$ cat config.mk
export PLATFORM = sky130hd
export DESIGN_NAME = decode_hazard_ctrl_flat
export DESIGN_NICKNAME = d
export VERILOG_FILES = /design/src/rtl/decode_hazard_ctrl_pkg.sv /design/src/rtl/decode_hazard_ctrl_if.sv /design/src/rtl/decode_hazard_ctrl_sb_match.sv /design/src/rtl/decode_hazard_ctrl.sv /design/src/flat_wrapper.sv
export SDC_FILE = /design/constraint.sdc
export NUM_CORES = 1
export LEC_CHECK = 0
export ABC_AREA = 1
export BUFFER_PORTS_ARGS = -buffer_cell sky130_fd_sc_hd__buf_4
export CAP_MARGIN = 40
export CORE_ASPECT_RATIO = 0.6
export CORE_MARGIN = 8
export CORE_UTILIZATION = 45
export CTS_BUF_LIST = sky130_fd_sc_hd__clkbuf_8
export CTS_CLUSTER_DIAMETER = 150
export DETAILED_ROUTE_END_ITERATION = 6
export PLACE_DENSITY = 0.68
export SLEW_MARGIN = 30
export SYNTH_ARGS = -nofsm -noshare
export SYNTH_HDL_FRONTEND = slang
export SYNTH_SLANG_ARGS = --single-unit
$ cat constraint.sdc
create_clock -name clk -period 2.3 [get_ports clk]
set_clock_uncertainty 0.2 [all_clocks]
set_input_delay 0.115 -clock clk [delete_from_list [all_inputs] [get_ports clk]]
set_output_delay 0.115 -clock clk [all_outputs]
set_load 0.03 [all_outputs]
$ cat src/rtl/decode_hazard_ctrl_pkg.sv
// Shared decode-stage definitions: controller state encodings, scoreboard
// depth and the scoreboard entry layout.
package decode_hazard_ctrl_pkg;

  localparam logic [1:0] ST_RUN    = 2'd0;
  localparam logic [1:0] ST_DRAIN  = 2'd1;
  localparam logic [1:0] ST_HALTED = 2'd2;

  // Scoreboard slots in flight behind ID: EX, MEM, WB.
  localparam int SB_DEPTH = 3;
  localparam int SB_EX    = 0;
  localparam int SB_MEM   = 1;
  localparam int SB_WB    = 2;

  typedef struct packed {
    logic       valid;
    logic [2:0] dest;
  } sb_entry_t;

endpackage

$ cat src/rtl/decode_hazard_ctrl_if.sv
// ID-stage request bundle and pipeline-control responses of the decode
// hazard controller. master = ID stage side, slave = controller side.
interface decode_hazard_ctrl_if #(
  parameter int CNT_W = 16
);
  logic             id_valid;
  logic [2:0]       id_rs;
  logic [2:0]       id_rt;
  logic             id_rs_used;
  logic             id_rt_used;
  logic             id_reg_write;
  logic [2:0]       id_dest;
  logic             id_halt;
  logic             ex_redirect;
  logic             stall_if;
  logic             stall_id;
  logic             bubble_ex;
  logic             flush_ifid;
  logic             halted;
  logic [CNT_W-1:0] stall_count;

  modport master (
    output id_valid, id_rs, id_rt, id_rs_used, id_rt_used,
           id_reg_write, id_dest, id_halt, ex_redirect,
    input  stall_if, stall_id, bubble_ex, flush_ifid, halted, stall_count
  );

  modport slave (
    input  id_valid, id_rs, id_rt, id_rs_used, id_rt_used,
           id_reg_write, id_dest, id_halt, ex_redirect,
    output stall_if, stall_id, bubble_ex, flush_ifid, halted, stall_count
  );
endinterface

$ cat src/rtl/decode_hazard_ctrl_sb_match.sv
// Compares one source register select against the EX and MEM scoreboard
// entries. WB is deliberately excluded: the register file writes before it
// reads, so a WB producer is already visible to ID.
module sb_match
  import decode_hazard_ctrl_pkg::*;
(
  input  logic [2:0] src_i,
  input  sb_entry_t  ex_i,
  input  sb_entry_t  mem_i,
  output logic       match_o
);

  // A pending producer in EX or MEM writing this source
  always_comb begin
    match_o = (ex_i.valid  && (ex_i.dest  == src_i)) ||
              (mem_i.valid && (mem_i.dest == src_i));
  end

endmodule

$ cat src/rtl/decode_hazard_ctrl.sv
// Decode-stage hazard controller: RAW interlock against a 3-deep write
// scoreboard, EX redirect flush, HALT drain sequencing and a saturating
// stall-cycle counter.
module decode_hazard_ctrl
  import decode_hazard_ctrl_pkg::*;
#(
  parameter int CNT_W = 16
)(
  input  logic                 clk,
  input  logic                 rst,
  decode_hazard_ctrl_if.slave  bus
);

  logic [1:0]       state_q, state_d;
  logic             sb_vld_q  [SB_DEPTH];
  logic [2:0]       sb_dest_q [SB_DEPTH];
  sb_entry_t        sb_ex, sb_mem;
  logic [CNT_W-1:0] stall_count_q, stall_count_d;
  logic             rs_match, rt_match, hazard, issue, sb_write;
  logic             stall_if, stall_id, bubble_ex, flush_ifid, halted;

  function automatic logic [CNT_W-1:0] sat_inc(input logic [CNT_W-1:0] v);
    return (&v) ? v : v + 1'b1;
  endfunction

  assign sb_ex  = '{valid: sb_vld_q[SB_EX],  dest: sb_dest_q[SB_EX]};
  assign sb_mem = '{valid: sb_vld_q[SB_MEM], dest: sb_dest_q[SB_MEM]};

  sb_match u_rs_match (
    .src_i   (bus.id_rs),
    .ex_i    (sb_ex),
    .mem_i   (sb_mem),
    .match_o (rs_match)
  );

  sb_match u_rt_match (
    .src_i   (bus.id_rt),
    .ex_i    (sb_ex),
    .mem_i   (sb_mem),
    .match_o (rt_match)
  );

  // RAW hazard only for sources the instruction actually reads
  always_comb begin
    hazard = bus.id_valid &&
             ((bus.id_rs_used && rs_match) || (bus.id_rt_used && rt_match));
  end

  // Control decode: redirect beats hazard and HALT; DRAIN/HALTED freeze the front end
  always_comb begin
    state_d       = state_q;
    stall_count_d = stall_count_q;
    issue         = 1'b0;
    stall_if      = 1'b0;
    stall_id      = 1'b0;
    bubble_ex     = 1'b0;
    flush_ifid    = 1'b0;
    halted        = 1'b0;
    case (state_q)
      ST_RUN: begin
        if (bus.ex_redirect) begin
          flush_ifid = 1'b1;
          bubble_ex  = 1'b1;
        end else if (hazard) begin
          stall_if      = 1'b1;
          stall_id      = 1'b1;
          bubble_ex     = 1'b1;
          stall_count_d = sat_inc(stall_count_q);
        end else begin
          issue = bus.id_valid;
          if (issue && bus.id_halt) state_d = ST_DRAIN;
        end
      end
      ST_DRAIN: begin
        if (bus.ex_redirect) begin
          flush_ifid = 1'b1;
          bubble_ex  = 1'b1;
        end else begin
          stall_if  = 1'b1;
          stall_id  = 1'b1;
          bubble_ex = 1'b1;
        end
        if (!sb_vld_q[SB_EX] && !sb_vld_q[SB_MEM] && !sb_vld_q[SB_WB])
          state_d = ST_HALTED;
      end
      ST_HALTED: begin
        stall_if  = 1'b1;
        stall_id  = 1'b1;
        bubble_ex = 1'b1;
        halted    = 1'b1;
      end
      default: state_d = ST_RUN;
    endcase
  end

  // HALT never claims a destination even if its write flag is set
  assign sb_write = issue && bus.id_reg_write && !bus.id_halt;

  // Controller state and stall counter
  always_ff @(posedge clk or negedge rst) begin
    if (!rst) begin
      state_q       <= ST_RUN;
      stall_count_q <= '0;
    end else begin
      state_q       <= state_d;
      stall_count_q <= stall_count_d;
    end
  end

  // Scoreboard valid bits shift EX -> MEM -> WB every cycle
  always_ff @(posedge clk or negedge rst) begin
    if (!rst) begin
      for (int i = 0; i < SB_DEPTH; i++) sb_vld_q[i] <= 1'b0;
    end else begin
      sb_vld_q[SB_EX] <= sb_write;
      for (int i = 1; i < SB_DEPTH; i++) sb_vld_q[i] <= sb_vld_q[i-1];
    end
  end

  // Scoreboard destinations follow the valid bits; meaningful only when valid
  always_ff @(posedge clk) begin
    sb_dest_q[SB_EX] <= bus.id_dest;
    for (int i = 1; i < SB_DEPTH; i++) sb_dest_q[i] <= sb_dest_q[i-1];
  end

  assign bus.stall_if    = stall_if;
  assign bus.stall_id    = stall_id;
  assign bus.bubble_ex   = bubble_ex;
  assign bus.flush_ifid  = flush_ifid;
  assign bus.halted      = halted;
  assign bus.stall_count = stall_count_q;

endmodule

$ cat src/flat_wrapper.sv
// flat-port wrapper written by rule: the top's interface ports become plain ports
module decode_hazard_ctrl_flat import decode_hazard_ctrl_pkg::*;
#(
  parameter int CNT_W = 16
)
  (clk, rst, bus_id_valid, bus_id_rs, bus_id_rt, bus_id_rs_used, bus_id_rt_used, bus_id_reg_write, bus_id_dest, bus_id_halt, bus_ex_redirect, bus_stall_if, bus_stall_id, bus_bubble_ex, bus_flush_ifid, bus_halted, bus_stall_count);
  decode_hazard_ctrl_if #(.CNT_W(CNT_W)) bus_i ();
  input  logic clk;
  input  logic rst;
  input wire logic [$bits(bus_i.id_valid)-1:0] bus_id_valid;
  input wire logic [$bits(bus_i.id_rs)-1:0] bus_id_rs;
  input wire logic [$bits(bus_i.id_rt)-1:0] bus_id_rt;
  input wire logic [$bits(bus_i.id_rs_used)-1:0] bus_id_rs_used;
  input wire logic [$bits(bus_i.id_rt_used)-1:0] bus_id_rt_used;
  input wire logic [$bits(bus_i.id_reg_write)-1:0] bus_id_reg_write;
  input wire logic [$bits(bus_i.id_dest)-1:0] bus_id_dest;
  input wire logic [$bits(bus_i.id_halt)-1:0] bus_id_halt;
  input wire logic [$bits(bus_i.ex_redirect)-1:0] bus_ex_redirect;
  output wire logic [$bits(bus_i.stall_if)-1:0] bus_stall_if;
  output wire logic [$bits(bus_i.stall_id)-1:0] bus_stall_id;
  output wire logic [$bits(bus_i.bubble_ex)-1:0] bus_bubble_ex;
  output wire logic [$bits(bus_i.flush_ifid)-1:0] bus_flush_ifid;
  output wire logic [$bits(bus_i.halted)-1:0] bus_halted;
  output wire logic [$bits(bus_i.stall_count)-1:0] bus_stall_count;
  assign bus_i.id_valid = bus_id_valid;
  assign bus_i.id_rs = bus_id_rs;
  assign bus_i.id_rt = bus_id_rt;
  assign bus_i.id_rs_used = bus_id_rs_used;
  assign bus_i.id_rt_used = bus_id_rt_used;
  assign bus_i.id_reg_write = bus_id_reg_write;
  assign bus_i.id_dest = bus_id_dest;
  assign bus_i.id_halt = bus_id_halt;
  assign bus_i.ex_redirect = bus_ex_redirect;
  assign bus_stall_if = bus_i.stall_if;
  assign bus_stall_id = bus_i.stall_id;
  assign bus_bubble_ex = bus_i.bubble_ex;
  assign bus_flush_ifid = bus_i.flush_ifid;
  assign bus_halted = bus_i.halted;
  assign bus_stall_count = bus_i.stall_count;
  decode_hazard_ctrl #(.CNT_W(CNT_W)) u_core (.clk(clk), .rst(rst), .bus(bus_i));
endmodule
==> results_dict.tcl <==
set metrics [dict create \
    diodes 0 \
    cts_tree "done" \
    cts_buffer_depth 2 \
    vias 1517 \
    fmax_mhz 476 \
    seq_area_frac_synth 0.373 \
    io_buffer_count 37 \
    p_leak_nw 1.04 \
    critical_path_class "register to register" \
    critPathMostFrequentCell "nand2_1" \
    drc 0 \
    crit_family "simple AND/OR/NAND/NOR gates" \
    ys_ff_latch 27 \
    maxCapViolCount 0 \
    final_area_sq_mm 0.00215 \
    grt_pass1_wl_mm 6.43 \
    worstPathArrival_ns 2.07 \
    synth_nets 255 \
    synth.avg_cell_area_sq_um 7.42 \
    num_rows 17 \
    first_iter_violations 131 \
    slew_headroom 0.760 \
    cts_root_buf "clkbuf_8" \
    yosysWarnings 0 \
    clk_latency_ns 0.27 \
    ir_drop_mv 0.463 \
    clk_pin_slew_ns 0.09 \
    drive_gt1_frac 0.238 \
    startpoint_type "register" \
    initial_core_util 0.470 \
    cp_slowest_cell "dfrtp_1" \
    setup-violations-final 0 \
    cts_sinks 27 \
    postPlaceCellArea_sq_mm 0.00202 \
    critPathMaxFanout 16 \
    antenna_left 0 \
    max_stage_delay_ns 0.46 \
    yosysTopAreaCell "dfrtp_1" \
    nets 300 \
    wl_per_cell_um 12.5 \
    wirelength_mm 4.04 \
    cp.depth 9 \
    ios 38 \
    rsz0062_at_grt "no" \
    synth.top_cell.area_share 0.304 \
    design.core.area_sq_mm 0.00368 \
    grt_pass1_vias 1313 \
    netlist_area_sq_mm 0.00173 \
    htree_levels 1 \
    finalCritPeriodShare 0.913 \
    antenna_found_initial 0 \
    finalWeightedCongestion 0.799 \
    grt_max_degree 32 \
    end_kind "register" \
    path_cells "ha_1, nand3_2, inv_1, nand2_1, nor2_1, nor2_2, nand3_4, nand2_1, o21ai_2" \
    yosys-top-cells-area "dfrtp_1, nand2_1, inv_1" \
    area_delta_synth_final_pct 24.4 \
    worst_pin_slew_ns 0.356 \
    drv_slew 0 \
    die_w_um 96.0 \
    cp.required_ns 2.27 \
    syn_inst 233 \
    cp_num_buf_inv 1 \
    dieArea_sq_mm 0.00615 \
    min_period_ns 2.10 \
    ff2ff_path_depth 9 \
    cts_made_buffers 3 \
    die_y_um 64.0 \
    first_pass_iters 4 \
    grt_usage 0.131 \
    hold_path.class "input port to asynchronous set/reset pin" \
    finalHoldViolCount 0 \
    post_drt_via_cell_ratio 4.68 \
    outcome "complete, no violations" \
    gr-total-overflow 0 \
    fin_setup_tns_ns 0 \
    p_per_area_mw_per_mm2 595 \
    ys_types 25 \
    hpwl_mm 2.99 \
]
power by group:
group	internal [mW]	switching [mW]	total [mW]
logic	0.181	0.294	0.475
clock network	0.122	0.151	0.273
registers	0.501	0.0316	0.533
total	0.804	0.477	1.28
kinds of logic after synthesis:
| kind of cell | Yosys count | share of synthesized area |
|---|---|---|
| AO/OA/AOI/OAI | 20 | 0.0904 |
| AND/OR/NAND/NOR | 124 | 0.313 |
| XOR/XNOR | 15 | 0.0803 |
| flip-flops | 27 | 0.373 |
| adder cells (fa/ha/maj) | 5 | 0.0362 |
| buffers and inverters | 42 | 0.106 |
cell usage in the layout (no fill, tap or decap):
| cell type | instances |
|---|---|
| nand2_1 | 77 |
| buf_4 | 37 |
| inv_1 | 36 |
| dfrtp_1 | 21 |
| nor2_1 | 20 |
| o21ai_2 | 14 |
| nand3_1 | 10 |
| xnor2_1 | 9 |
| dlygate4sd3_1 | 6 |
| dfxtp_1 | 6 |
| xor2_1 | 5 |
| ha_1 | 5 |
| nand4_1 | 4 |
| nor3_1 | 4 |
| a21oi_1 | 3 |
| nor3_2 | 3 |
| clkbuf_8 | 3 |
| inv_2 | 2 |
| nand3_4 | 2 |
| nand3b_1 | 2 |
| nand2_2 | 1 |
| o21ai_0 | 1 |
| o31a_1 | 1 |
| nand3_2 | 1 |
| nor2_2 | 1 |
| o21ai_1 | 1 |
| xnor2_2 | 1 |
| clkinv_2 | 1 |
routing by layer:
| metal | vias up | wire length, um | share of wire | track usage |
|---|---|---|---|---|
| met2 | 43 | 1640 | 0.41 | 0.173 |
| met5 | - | 0 | 0 | 0 |
| li1 | 806 | - | - | - |
| met4 | 0 | 35 | 0.0087 | 0.0343 |
| met3 | 4 | 247 | 0.061 | 0.0326 |
| met1 | 664 | 2120 | 0.52 | 0.200 |
synth_stat cells (all sizes together):
cell type,count
a21oi,3
buf,4
dfrtp,21
dfxtp,6
ha,5
inv,38
nand2,78
nand3,12
nand3b,2
nand4,4
nor2,21
nor3,7
o21ai,16
o31a,1
xnor2,10
xor2,5
sequential cells by signal (all words and copies together), names as in the netlist:
register	flops
u_core.bus.stall_count	16
u_core.sb_dest_q	6
u_core.state_q	2
u_core.sb_ex	1
u_core.sb_mem	1
u_core.sb_vld_q	1
path summary, 6_finish.rpt:
path	to	slack [ns]	from
hold / removal	u_core.bus.stall_count[6]$_DFFE_PN0P_	0.05	rst
setup reg to reg	u_core.bus.stall_count[7]$_DFFE_PN0P_	0.20	u_core.bus.stall_count[0]$_DFFE_PN0P_
setup / recovery	u_core.bus.stall_count[7]$_DFFE_PN0P_	0.20	u_core.bus.stall_count[0]$_DFFE_PN0P_
min in group clk	u_core.state_q[0]$_DFFE_PN0P_	0.13	bus_ex_redirect
max in group asynchronous	u_core.bus.stall_count[12]$_DFFE_PN0P_	1.64	rst
hold reg to reg	u_core.sb_dest_q[0][3]$_DFF_P_	0.19	u_core.sb_dest_q[0][0]$_DFF_P_
layout make-up:
class                      instances  area, sq um
fill                             345         1530
multi-input combinational        165          920
sequential                        27          646
timing repair buffer              43          338
inverter                          38          143
tap                               47         58.8
clock buffer                       3         41.3
clock inverter                     1         5.00
worst reg2reg max path, stage by stage (launching register included):
cell	delay, ns
dfrtp_1	0.46
ha_1	0.30
nand3_2	0.12
inv_1	0.06
nand2_1	0.10
nor2_1	0.07
nor2_2	0.23
nand3_4	0.25
nand2_1	0.15
o21ai_2	0.06
metrics by stage:
step / instances / power [mW] / hold slack [ns] / utilization / setup slack [ns]
after CTS: 323 / 1.28 / 0.0516 / 0.579 / 0.0889
after global routing: 324 / 1.36 / 0.0721 / 0.584 / 0.000794
after detailed placement: 313 / 1.00 / -0.183 / 0.550 / 0.107
after global placement: 313 / 1.00 / -0.182 / 0.550 / 0.203
after floorplan: 233 / 0.856 / -0.381 / - / 0.255
final: 324 / 1.28 / 0.0450 / 0.584 / 0.199
repair_timing:
action	4_1_cts	5_1_grt
setup endpoints to repair	0	16
hold buffers	6	0
hold endpoints to repair	25	0
gates resized for setup	0	2
buffers inserted	0	0
Power figures use the tool's default switching activity.
